===== src/rtl/mcla_pkg.sv =====
// Shared types and helpers for the nibble-serial carry-lookahead adder controller.
// nib_sel works on a fixed 256-bit container, so operands up to 256 bits are supported.
package mcla_pkg;

  typedef enum logic [1:0] {
    IDLE = 2'd0,
    ADD  = 2'd1,
    INC  = 2'd2,
    DONE = 2'd3
  } state_t;

  localparam int NIB_W     = 4;
  localparam int NIB_IDX_W = 6;
  localparam int MAX_VEC_W = NIB_W << NIB_IDX_W;

  function automatic logic [NIB_W-1:0] nib_sel(input logic [MAX_VEC_W-1:0] vec,
                                               input logic [NIB_IDX_W-1:0] idx);
    return vec[{idx, 2'b00} +: NIB_W];
  endfunction

endpackage


===== src/rtl/MCLA_4_c.sv =====
// 4-bit carry-lookahead adder slice without carry input; 5-bit result.
module MCLA_4_c (
  input  logic [3:0] a,
  input  logic [3:0] b,
  output logic [4:0] s
);

  logic [3:0] g;
  logic [3:0] p;
  logic [4:0] c;

  assign g = a & b;
  assign p = a ^ b;

  assign c[0] = 1'b0;
  assign c[1] = g[0];
  assign c[2] = g[1] | (p[1] & g[0]);
  assign c[3] = g[2] | (p[2] & g[1]) | (p[2] & p[1] & g[0]);
  assign c[4] = g[3] | (p[3] & g[2]) | (p[3] & p[2] & g[1]) | (p[3] & p[2] & p[1] & g[0]);

  assign s = {c[4], p ^ c[3:0]};

endmodule


===== src/rtl/mcla4_serial_add_ctrl.sv =====
// Nibble-serial WIDTH-bit adder sequencer around one shared MCLA_4_c slice.
// A nibble with an incoming carry takes a second pass through the slice (+1).
//
// state | meaning
// IDLE  | waiting for operands, in_ready=1
// ADD   | add nibble idx of A and B; divert to INC if carry-in is set
// INC   | add 1 to the saved ADD result for nibble idx
// DONE  | result held on out_sum until out_ready
module mcla4_serial_add_ctrl
  import mcla_pkg::*;
#(
  parameter int WIDTH = 16
) (
  input  logic             clk,
  input  logic             rst,
  input  logic             in_valid,
  output logic             in_ready,
  input  logic [WIDTH-1:0] in_a,
  input  logic [WIDTH-1:0] in_b,
  output logic             out_valid,
  input  logic             out_ready,
  output logic [WIDTH:0]   out_sum,
  output logic             busy
);

  localparam int NIB   = WIDTH / NIB_W;
  localparam int IDX_W = (NIB > 1) ? $clog2(NIB) : 1;

  state_t             state_q, state_d;
  logic [WIDTH-1:0]   a_q, b_q;
  logic [WIDTH:0]     sum_q;
  logic [IDX_W-1:0]   idx_q;
  logic               carry_q;
  logic [4:0]         tmp_q;

  logic [MAX_VEC_W-1:0] a_ext, b_ext;
  logic [NIB_W-1:0]     add_a, add_b;
  logic [4:0]           add_s;
  logic [NIB_W-1:0]     wr_nib;
  logic                 accept, wr_en, tmp_en, carry_new, last;

  assign a_ext = MAX_VEC_W'(a_q);
  assign b_ext = MAX_VEC_W'(b_q);
  assign last  = (idx_q == IDX_W'(NIB - 1));

  MCLA_4_c u_mcla (
    .a (add_a),
    .b (add_b),
    .s (add_s)
  );

  always_comb begin
    state_d   = state_q;
    add_a     = '0;
    add_b     = '0;
    accept    = 1'b0;
    wr_en     = 1'b0;
    tmp_en    = 1'b0;
    wr_nib    = '0;
    carry_new = carry_q;
    case (state_q)
      IDLE: begin
        if (in_valid) begin
          accept  = 1'b1;
          state_d = ADD;
        end
      end
      ADD: begin
        add_a = nib_sel(a_ext, NIB_IDX_W'(idx_q));
        add_b = nib_sel(b_ext, NIB_IDX_W'(idx_q));
        if (carry_q) begin
          tmp_en  = 1'b1;
          state_d = INC;
        end else begin
          wr_en     = 1'b1;
          wr_nib    = add_s[3:0];
          carry_new = add_s[4];
        end
      end
      INC: begin
        add_a     = tmp_q[3:0];
        add_b     = 4'b0001;
        wr_en     = 1'b1;
        wr_nib    = add_s[3:0];
        // tmp_q[4] and add_s[4] are mutually exclusive, so OR is exact
        carry_new = tmp_q[4] | add_s[4];
      end
      DONE: begin
        if (out_ready) state_d = IDLE;
      end
      default: state_d = IDLE;
    endcase
    if (wr_en) state_d = last ? DONE : ADD;
  end

  always_ff @(posedge clk) begin
    if (rst) state_q <= IDLE;
    else     state_q <= state_d;
  end

  always_ff @(posedge clk) begin
    if (rst) begin
      a_q     <= '0;
      b_q     <= '0;
      sum_q   <= '0;
      idx_q   <= '0;
      carry_q <= 1'b0;
      tmp_q   <= '0;
    end else begin
      if (accept) begin
        a_q     <= in_a;
        b_q     <= in_b;
        sum_q   <= '0;
        idx_q   <= '0;
        carry_q <= 1'b0;
      end
      if (tmp_en) tmp_q <= add_s;
      if (wr_en) begin
        carry_q <= carry_new;
        for (int n = 0; n < NIB; n++) begin
          if (idx_q == IDX_W'(n)) sum_q[n*NIB_W +: NIB_W] <= wr_nib;
        end
        if (last) sum_q[WIDTH] <= carry_new;
        else      idx_q        <= idx_q + IDX_W'(1);
      end
    end
  end

  assign in_ready  = (state_q == IDLE);
  assign out_valid = (state_q == DONE);
  assign busy      = (state_q == ADD) || (state_q == INC);
  assign out_sum   = sum_q;

endmodule


===== config.mk =====
export PLATFORM = sky130hd
export DESIGN_NAME = mcla4_serial_add_ctrl
export DESIGN_NICKNAME = d
export VERILOG_FILES = /design/src/rtl/mcla_pkg.sv /design/src/rtl/MCLA_4_c.sv /design/src/rtl/mcla4_serial_add_ctrl.sv
export SDC_FILE = /design/constraint.sdc
export NUM_CORES = 1
export LEC_CHECK = 0
export CAP_MARGIN = 10
export CORE_UTILIZATION = 50
export DETAILED_ROUTE_END_ITERATION = 7
export PLACE_DENSITY = 0.78
export SLEW_MARGIN = 20
export SYNTH_ARGS = -nofsm -noshare
export SYNTH_HDL_FRONTEND = slang
export SYNTH_SLANG_ARGS = --single-unit

===== constraint.sdc =====
create_clock -name clk -period 4.1 [get_ports clk]
set_input_delay 0.41 -clock clk [delete_from_list [all_inputs] [get_ports clk]]
set_output_delay 0.41 -clock clk [all_outputs]
set_load 0.01 [all_outputs]

* Word level (Yosys, flattened, before mapping) *
Cells that the tools add are included.

cells by class
  reductions and logical operators = 6
  shift operators = 2
  order comparisons = 0
  muxes and demuxes = 30
  div/mod/pow operators = 0
  bitwise gates (word level) = 19
  multiply operators = 0
  add/subtract/negate cells = 1
  equality and inequality tests = 9

operator list
  operator                                                          count
  256-bit by 5-bit indexed part select with 4-bit output            2
  17-bit two-way mux                                                2
  4-bit case mux with 2 select lines                                3
  4-bit two-way mux                                                 5
  2-bit two-way mux                                                 8
  1-bit bitwise AND                                                 9
  1-bit two-way mux                                                 9
  2-bit == test (second input constant)                             4
  4-bit XOR                                                         2
  1-bit OR                                                          7
  2-bit case mux with 3 select lines                                1
  4-bit bitwise AND                                                 1
  2-bit by 1-bit == test with 1-bit output (second input constant)  2
  2-bit logical NOT                                                 2
  1-bit case mux with 2 select lines                                2
  4-bit AND reduction                                               1
  4-bit nonzero test                                                1
  3-bit by 1-bit != test with 1-bit output (second input constant)  1
  3-bit by 2-bit != test with 1-bit output (second input constant)  1
  3-bit != test (second input constant)                             1
  2-bit by 1-bit adder with 2-bit output (second input constant)    1
  2-bit nonzero test                                                1
  1-bit logical OR                                                  1

word-level totals
  memory bits (writable) = 0
  latch bits = 0
  input bits = 36
  memory bits (read-only) = 0
  memories = 0
  flip-flop bits (word level) = 59

* Longest topological paths before layout *
  depth in word-level cells = 11
  mapped depth = 11

* By module *
Synthesis repeated with hierarchy kept, for this count alone.

second synthesis, totals
  cells, all modules = 324
  area, all modules = 2743.9 µm²

by module, submodules not included
  module                 instances  area each (µm²)  cells each
  mcla4_serial_add_ctrl  1          2616.3           309
  MCLA_4_c               1          127.6            15

* Worst setup path after synthesis *
Ideal clock, no wire load.

  kind = flip-flop to flip-flop
  start point = reg state_q[0]
  end point = reg sum_q[16] (netlist: out_sum[16])
  stages on the path, launching flop included = 12
  setup slack = 1.322 ns
  period minus slack after synthesis = 2.778 ns
  arrival time = 2.661 ns
  path buffers = 1
  cell sequence = dfxtp_1 > inv_1 > ha_1 > buf_2 > nand2_1 > or3b_1 > inv_1 > ha_1 > a211o_1 > nand3_1 > a21oi_1 > a41o_1

on the way
  longest elaborated chain between the ends = 11
  elaborated cells on any way between the ends = 23
  those cells by class = 2 x eq/ne; 9 x mux; 11 x bitwise; 1 x reduce/logical

RTL lines
  what                                                                       line                                                      RTL
  start, declared                                                            mcla4_serial_add_ctrl.sv:29                               state_t state_q, state_d;
  start signal, assigned                                                     mcla4_serial_add_ctrl.sv:98                               else state_q <= state_d;
  2-bit == test or 2-bit by 1-bit == test with 1-bit output (tied branches)  mcla4_serial_add_ctrl.sv:61                               case (state_q)
  4-bit case mux with 2 select lines                                         mcla4_serial_add_ctrl.sv:61
  4-bit XOR or 4-bit bitwise AND (tied branches)                             MCLA_4_c.sv:13, MCLA_4_c.sv:12
  1-bit bitwise AND                                                          MCLA_4_c.sv:19                                            assign c[4] = g[3] | (p[3] & g[2]) | (p[3] & p[2] & g[1]) | (p[3] & p[2] & p[1] & g[0]);
  1-bit OR or 1-bit bitwise AND (tied branches) (2 in a row)                 MCLA_4_c.sv:19
  1-bit OR                                                                   MCLA_4_c.sv:19
  1-bit OR or 1-bit two-way mux (tied branches)                              mcla4_serial_add_ctrl.sv:86, mcla4_serial_add_ctrl.sv:71
  1-bit case mux with 2 select lines                                         mcla4_serial_add_ctrl.sv:61
  1-bit two-way mux                                                          mcla4_serial_add_ctrl.sv:123                              if (last) sum_q[WIDTH] <= carry_new;
  17-bit two-way mux *                                                       mcla4_serial_add_ctrl.sv:118                              if (wr_en) begin
  end signal, assigned by index                                              mcla4_serial_add_ctrl.sv:121                              if (idx_q == IDX_W'(n)) sum_q[n*NIB_W +: NIB_W] <= wr_nib;
  end signal, assigned by index                                              mcla4_serial_add_ctrl.sv:123
  end, declared                                                              mcla4_serial_add_ctrl.sv:31                               logic [WIDTH:0] sum_q;

Every way passes the cells marked *; elsewhere a longest branch is shown, timed or not.
A chain may end at the register's enable or synchronous reset.

* Worst setup path after layout *
Ends and elaborated chain as after synthesis.

==> impl_metrics.prom <==
# TYPE chip_impl_metric gauge
chip_impl_metric{name="holdPathStages",unit=""} 2
chip_impl_metric{name="design.core.area",unit="um^2"} 5240
chip_impl_metric{name="port_buffer_cells",unit=""} 55
chip_impl_metric{name="cts.repair.resized",unit=""} 0
chip_impl_metric{name="synth_seq_cells",unit=""} 59
chip_impl_info{name="grt_setup_unrepaired",value="no"} 1
chip_impl_metric{name="crit_path_max_fanout",unit=""} 15
chip_impl_info{name="layout_commonest_cell",value="nand2_1"} 1
chip_impl_metric{name="ant_nets",unit=""} 0
chip_impl_metric{name="synth_seq_area_share",unit="%"} 42.1
chip_impl_metric{name="utilization",unit="%"} 67.7
chip_impl_metric{name="area_growth",unit="%"} 26.5
chip_impl_metric{name="syn-instance-count",unit=""} 325
chip_impl_metric{name="clock_path_buffers",unit=""} 2
chip_impl_metric{name="gpl.final_weighted_congestion",unit=""} 0.812
chip_impl_metric{name="synth.net_count",unit=""} 375
chip_impl_metric{name="power_leakage",unit="nW"} 1.30
chip_impl_metric{name="grt_pass1_vias",unit=""} 2428
chip_impl_metric{name="grt_pass1_wl",unit="mm"} 11.3
chip_impl_metric{name="floorplan.die_area",unit="um^2"} 5910
chip_impl_metric{name="synth_edf_count",unit=""} 0
chip_impl_metric{name="floorplan_die_height",unit="um"} 76.9
chip_impl_metric{name="max_slew.worst_pin.slew",unit="ns"} 1.07
chip_impl_metric{name="clk_pin_slew_worst_paths",unit="ns"} 0.06
chip_impl_metric{name="placedCellCount",unit=""} 430
chip_impl_metric{name="fin_nets",unit=""} 421
chip_impl_metric{name="finClkSkew",unit="ns"} 0.00390
chip_impl_metric{name="finalWirelength",unit="mm"} 6.42
chip_impl_metric{name="via_per_inst",unit=""} 5.44
chip_impl_info{name="layout.cells.most_common_list",value="77 x nand2_1, 59 x dfxtp_1, 54 x clkdlybuf4s50_1"} 1
chip_impl_metric{name="irDropWorstVdd",unit="uV"} 304
chip_impl_metric{name="crit_required",unit="ns"} 4.33
chip_impl_metric{name="timing.setup.tns",unit="ns"} 0
chip_impl_metric{name="antenna_violations_before_repair",unit=""} 0
chip_impl_metric{name="gr-usage-all-layers",unit="%"} 24.5
chip_impl_metric{name="critical_path_arrival",unit="ns"} 3.40
chip_impl_metric{name="syn_area",unit="um^2"} 2800
chip_impl_info{name="clock_tree_from_tritoncts",value="done"} 1
chip_impl_metric{name="drv_cap",unit=""} 0
chip_impl_metric{name="overflow_left_after_global_routing",unit=""} 0
chip_impl_metric{name="row_count",unit=""} 26
chip_impl_metric{name="average_footprint_of_a_synthesized_cell",unit="um^2"} 8.62
chip_impl_metric{name="slew-limit-headroom",unit="%"} 28.6
chip_impl_info{name="critical_path.reg2reg.startpoint",value="state_q[0]"} 1
chip_impl_metric{name="ys_warn_count",unit=""} 0
chip_impl_metric{name="setup_viol",unit=""} 0
chip_impl_info{name="postSynth.topFlopCell",value="dfxtp_1"} 1
chip_impl_metric{name="combPwrFrac",unit="%"} 30.1
chip_impl_metric{name="cts_post_setup_buffers_inserted",unit=""} 0
chip_impl_info{name="timing.hold.worst_endpoint",value="b_q[1]"} 1
chip_impl_metric{name="cts_buffers",unit=""} 9
chip_impl_metric{name="layout_min_cycle_time",unit="ns"} 3.17
chip_impl_info{name="ctsRootBufferMaster",value="clkbuf_8"} 1
chip_impl_metric{name="final_layout_size_suffix_gt1_share",unit="%"} 9.33
chip_impl_metric{name="finalMaxSlewViolations",unit=""} 0
chip_impl_metric{name="route.detailed.wl_per_inst",unit="um"} 14.4
chip_impl_info{name="timing.hold.worst.class",value="reg -> reg"} 1
chip_impl_metric{name="first_iter_violations",unit=""} 244
chip_impl_metric{name="netlist-cell-type-count",unit=""} 40
chip_impl_metric{name="worst_r2r_path_depth",unit=""} 10
chip_impl_metric{name="post_layout_nonfiller_instances",unit=""} 445
chip_impl_metric{name="async_flop_share",unit="%"} 0
chip_impl_metric{name="cellPowerDensity",unit="nW/um^2"} 494
chip_impl_info{name="cp-start-kind",value="register"} 1
chip_impl_metric{name="insertedDiodeCount",unit=""} 0
chip_impl_metric{name="report.final.hold_viol_count",unit=""} 0
chip_impl_metric{name="swShare",unit="%"} 33.2
chip_impl_info{name="run_status",value="finished, final reports clean"} 1
chip_impl_metric{name="cell_internal_pwr",unit="mW"} 1.17
chip_impl_metric{name="seq_power_share",unit="%"} 39.8
chip_impl_metric{name="power_switching",unit="mW"} 0.582
chip_impl_metric{name="boundaryPins",unit=""} 56
chip_impl_metric{name="die_width",unit="um"} 76.9
chip_impl_metric{name="regToRegSetupSlack",unit="ns"} 0.93
chip_impl_info{name="worstSetupEndpointType",value="register"} 1
chip_impl_metric{name="detailed_place_hpwl",unit="mm"} 4.26
chip_impl_metric{name="grt_max_degree",unit=""} 60
chip_impl_info{name="type_of_the_worst_setup_path",value="reg -> reg"} 1
chip_impl_metric{name="numClockSinks",unit=""} 59
chip_impl_metric{name="min_period_over_period",unit="%"} 77.3
chip_impl_metric{name="firstDrtPassIters",unit=""} 5
chip_impl_metric{name="cts_hold_buffers",unit=""} 0
chip_impl_metric{name="drt_drc_violations_left",unit=""} 0
chip_impl_metric{name="clock_power_share",unit="%"} 30.1
chip_impl_metric{name="floorplan.initialDensity",unit="%"} 53.5
chip_impl_info{name="r2r-end",value="out_sum[16]"} 1
chip_impl_metric{name="worstSkewPairLatency",unit="ns"} 0.34
chip_impl_metric{name="fmaxAchievable",unit="MHz"} 315
chip_impl_info{name="hold_start",value="b_q[1]"} 1
chip_impl_metric{name="routed-via-count",unit=""} 2420
chip_impl_metric{name="fillerInstances",unit=""} 442
chip_impl_metric{name="ctsHtreeMaxLevel",unit=""} 3
[final cells by class]
| cell class | instances | area (um^2) | share of cell area (%) |
|---|---|---|---|
| Inverter | 9 | 33.8 | 0.953 |
| Timing Repair Buffer | 58 | 568 | 16.0 |
| Tap cell | 70 | 87.6 | 2.47 |
| Clock inverter | 2 | 35.0 | 0.988 |
| Sequential cell | 59 | 1180 | 33.3 |
| Multi-Input combinational cell | 234 | 1480 | 41.8 |
| Clock buffer | 13 | 159 | 4.48 |
[cell families (layout without fill, tap and decap cells)]
family                     Yosys count  in the layout  share of synthesized area [%]
AOI/OAI and AO/OA                   75             75                           17.3
xor gates and xnor gates             1              1                          0.313
adders and majority gates           14             14                           6.52
buffers and inverters               32             82                           5.13
DFF                                 59             59                           42.1
muxes                               13             13                           7.90
and+or+nand+nor                    131            131                           20.7
[through the flow]
| stage | hold WS, ns | cell area [um^2] | setup WS, ns | total power, mW |
|---|---|---|---|---|
| after detailed placement | 0.447 | 3350 | 1.02 | 1.23 |
| after global routing | 0.470 | 3540 | 0.709 | 1.85 |
| after CTS | 0.456 | 3540 | 0.980 | 1.76 |
| after global placement | 0.440 | 3350 | 1.18 | 1.22 |
| final | 0.453 | 3540 | 0.929 | 1.75 |
| after floorplan | 0.432 | 2800 | 1.32 | 1.09 |
[worst max path at each step]
| stage | startpoint | end | cells past startpoint |
|---|---|---|---|
| floorplan | state_q[0] | out_sum[16] | 11 |
| global placement | state_q[0] | out_sum[16] | 10 |
| detailed placement | state_q[0] | out_sum[16] | 10 |
| CTS | state_q[0] | out_sum[16] | 10 |
| global route | state_q[0] | out_sum[16] | 10 |
| finish | state_q[0] | out_sum[16] | 10 |
[registers in the layout, summed over array words and instances, names as in the netlist]
| name | flops |
|---|---|
| a_q | 16 |
| b_q | 16 |
| carry_q | 1 |
| idx_q | 2 |
| out_sum | 17 |
| state_q | 2 |
| tmp_q | 5 |
[critical path, stage by stage (launching register included)]
cell and delay, ns:
dfxtp_1 0.41, inv_1 0.10, ha_1 0.64, nand2_1 0.16, or3b_1 0.43, inv_1 0.09, ha_1 0.23, a211o_1 0.31
nand3_1 0.25, a21oi_1 0.14, a41o_1 0.29
[cells in the mapped netlist, types with 2 or more instances]
cell type	instances	share of area, %
mux2_1	3	1.2
and2_1	2	0.45
clkbuf_1	10	1.3
mux2i_1	3	1.1
nand4_1	4	0.89
o211ai_2	4	1.8
ha_1	13	5.8
a21oi_1	53	9.5
inv_1	8	1.1
dfxtp_1	59	42
a211oi_1	4	1.1
nand2_1	78	10
mux4_2	7	5.6
buf_4	3	0.80
buf_1	5	0.67
or2_1	2	0.45
buf_2	4	0.71
nor2_1	9	1.2
nand3_1	23	4.1
nor2b_1	8	1.8
o211ai_1	2	0.54
a22oi_1	3	0.80
[power groups by stage]
stage          Sequential [mW]  Clock (mW)  Combinational (mW)
2_1_floorplan            0.684           0               0.409
3_3_place_gp             0.706           0               0.510
3_5_place_dp             0.709           0               0.519
4_1_cts                  0.697       0.536               0.523
5_1_grt                  0.709       0.560               0.585
6_report                 0.697       0.528               0.527
[per-layer routing]
metal  global-route usage, %  vias to the layer above  share of wire (%)
met2                    39.2                       78                 47
met3                    4.88                       15                6.2
met4                    11.5                        0                1.8
met1                    31.6                     1119                 45
met5                       0                        -                  0
li1                        -                     1208                  -
(Power assumes the default switching activity.)
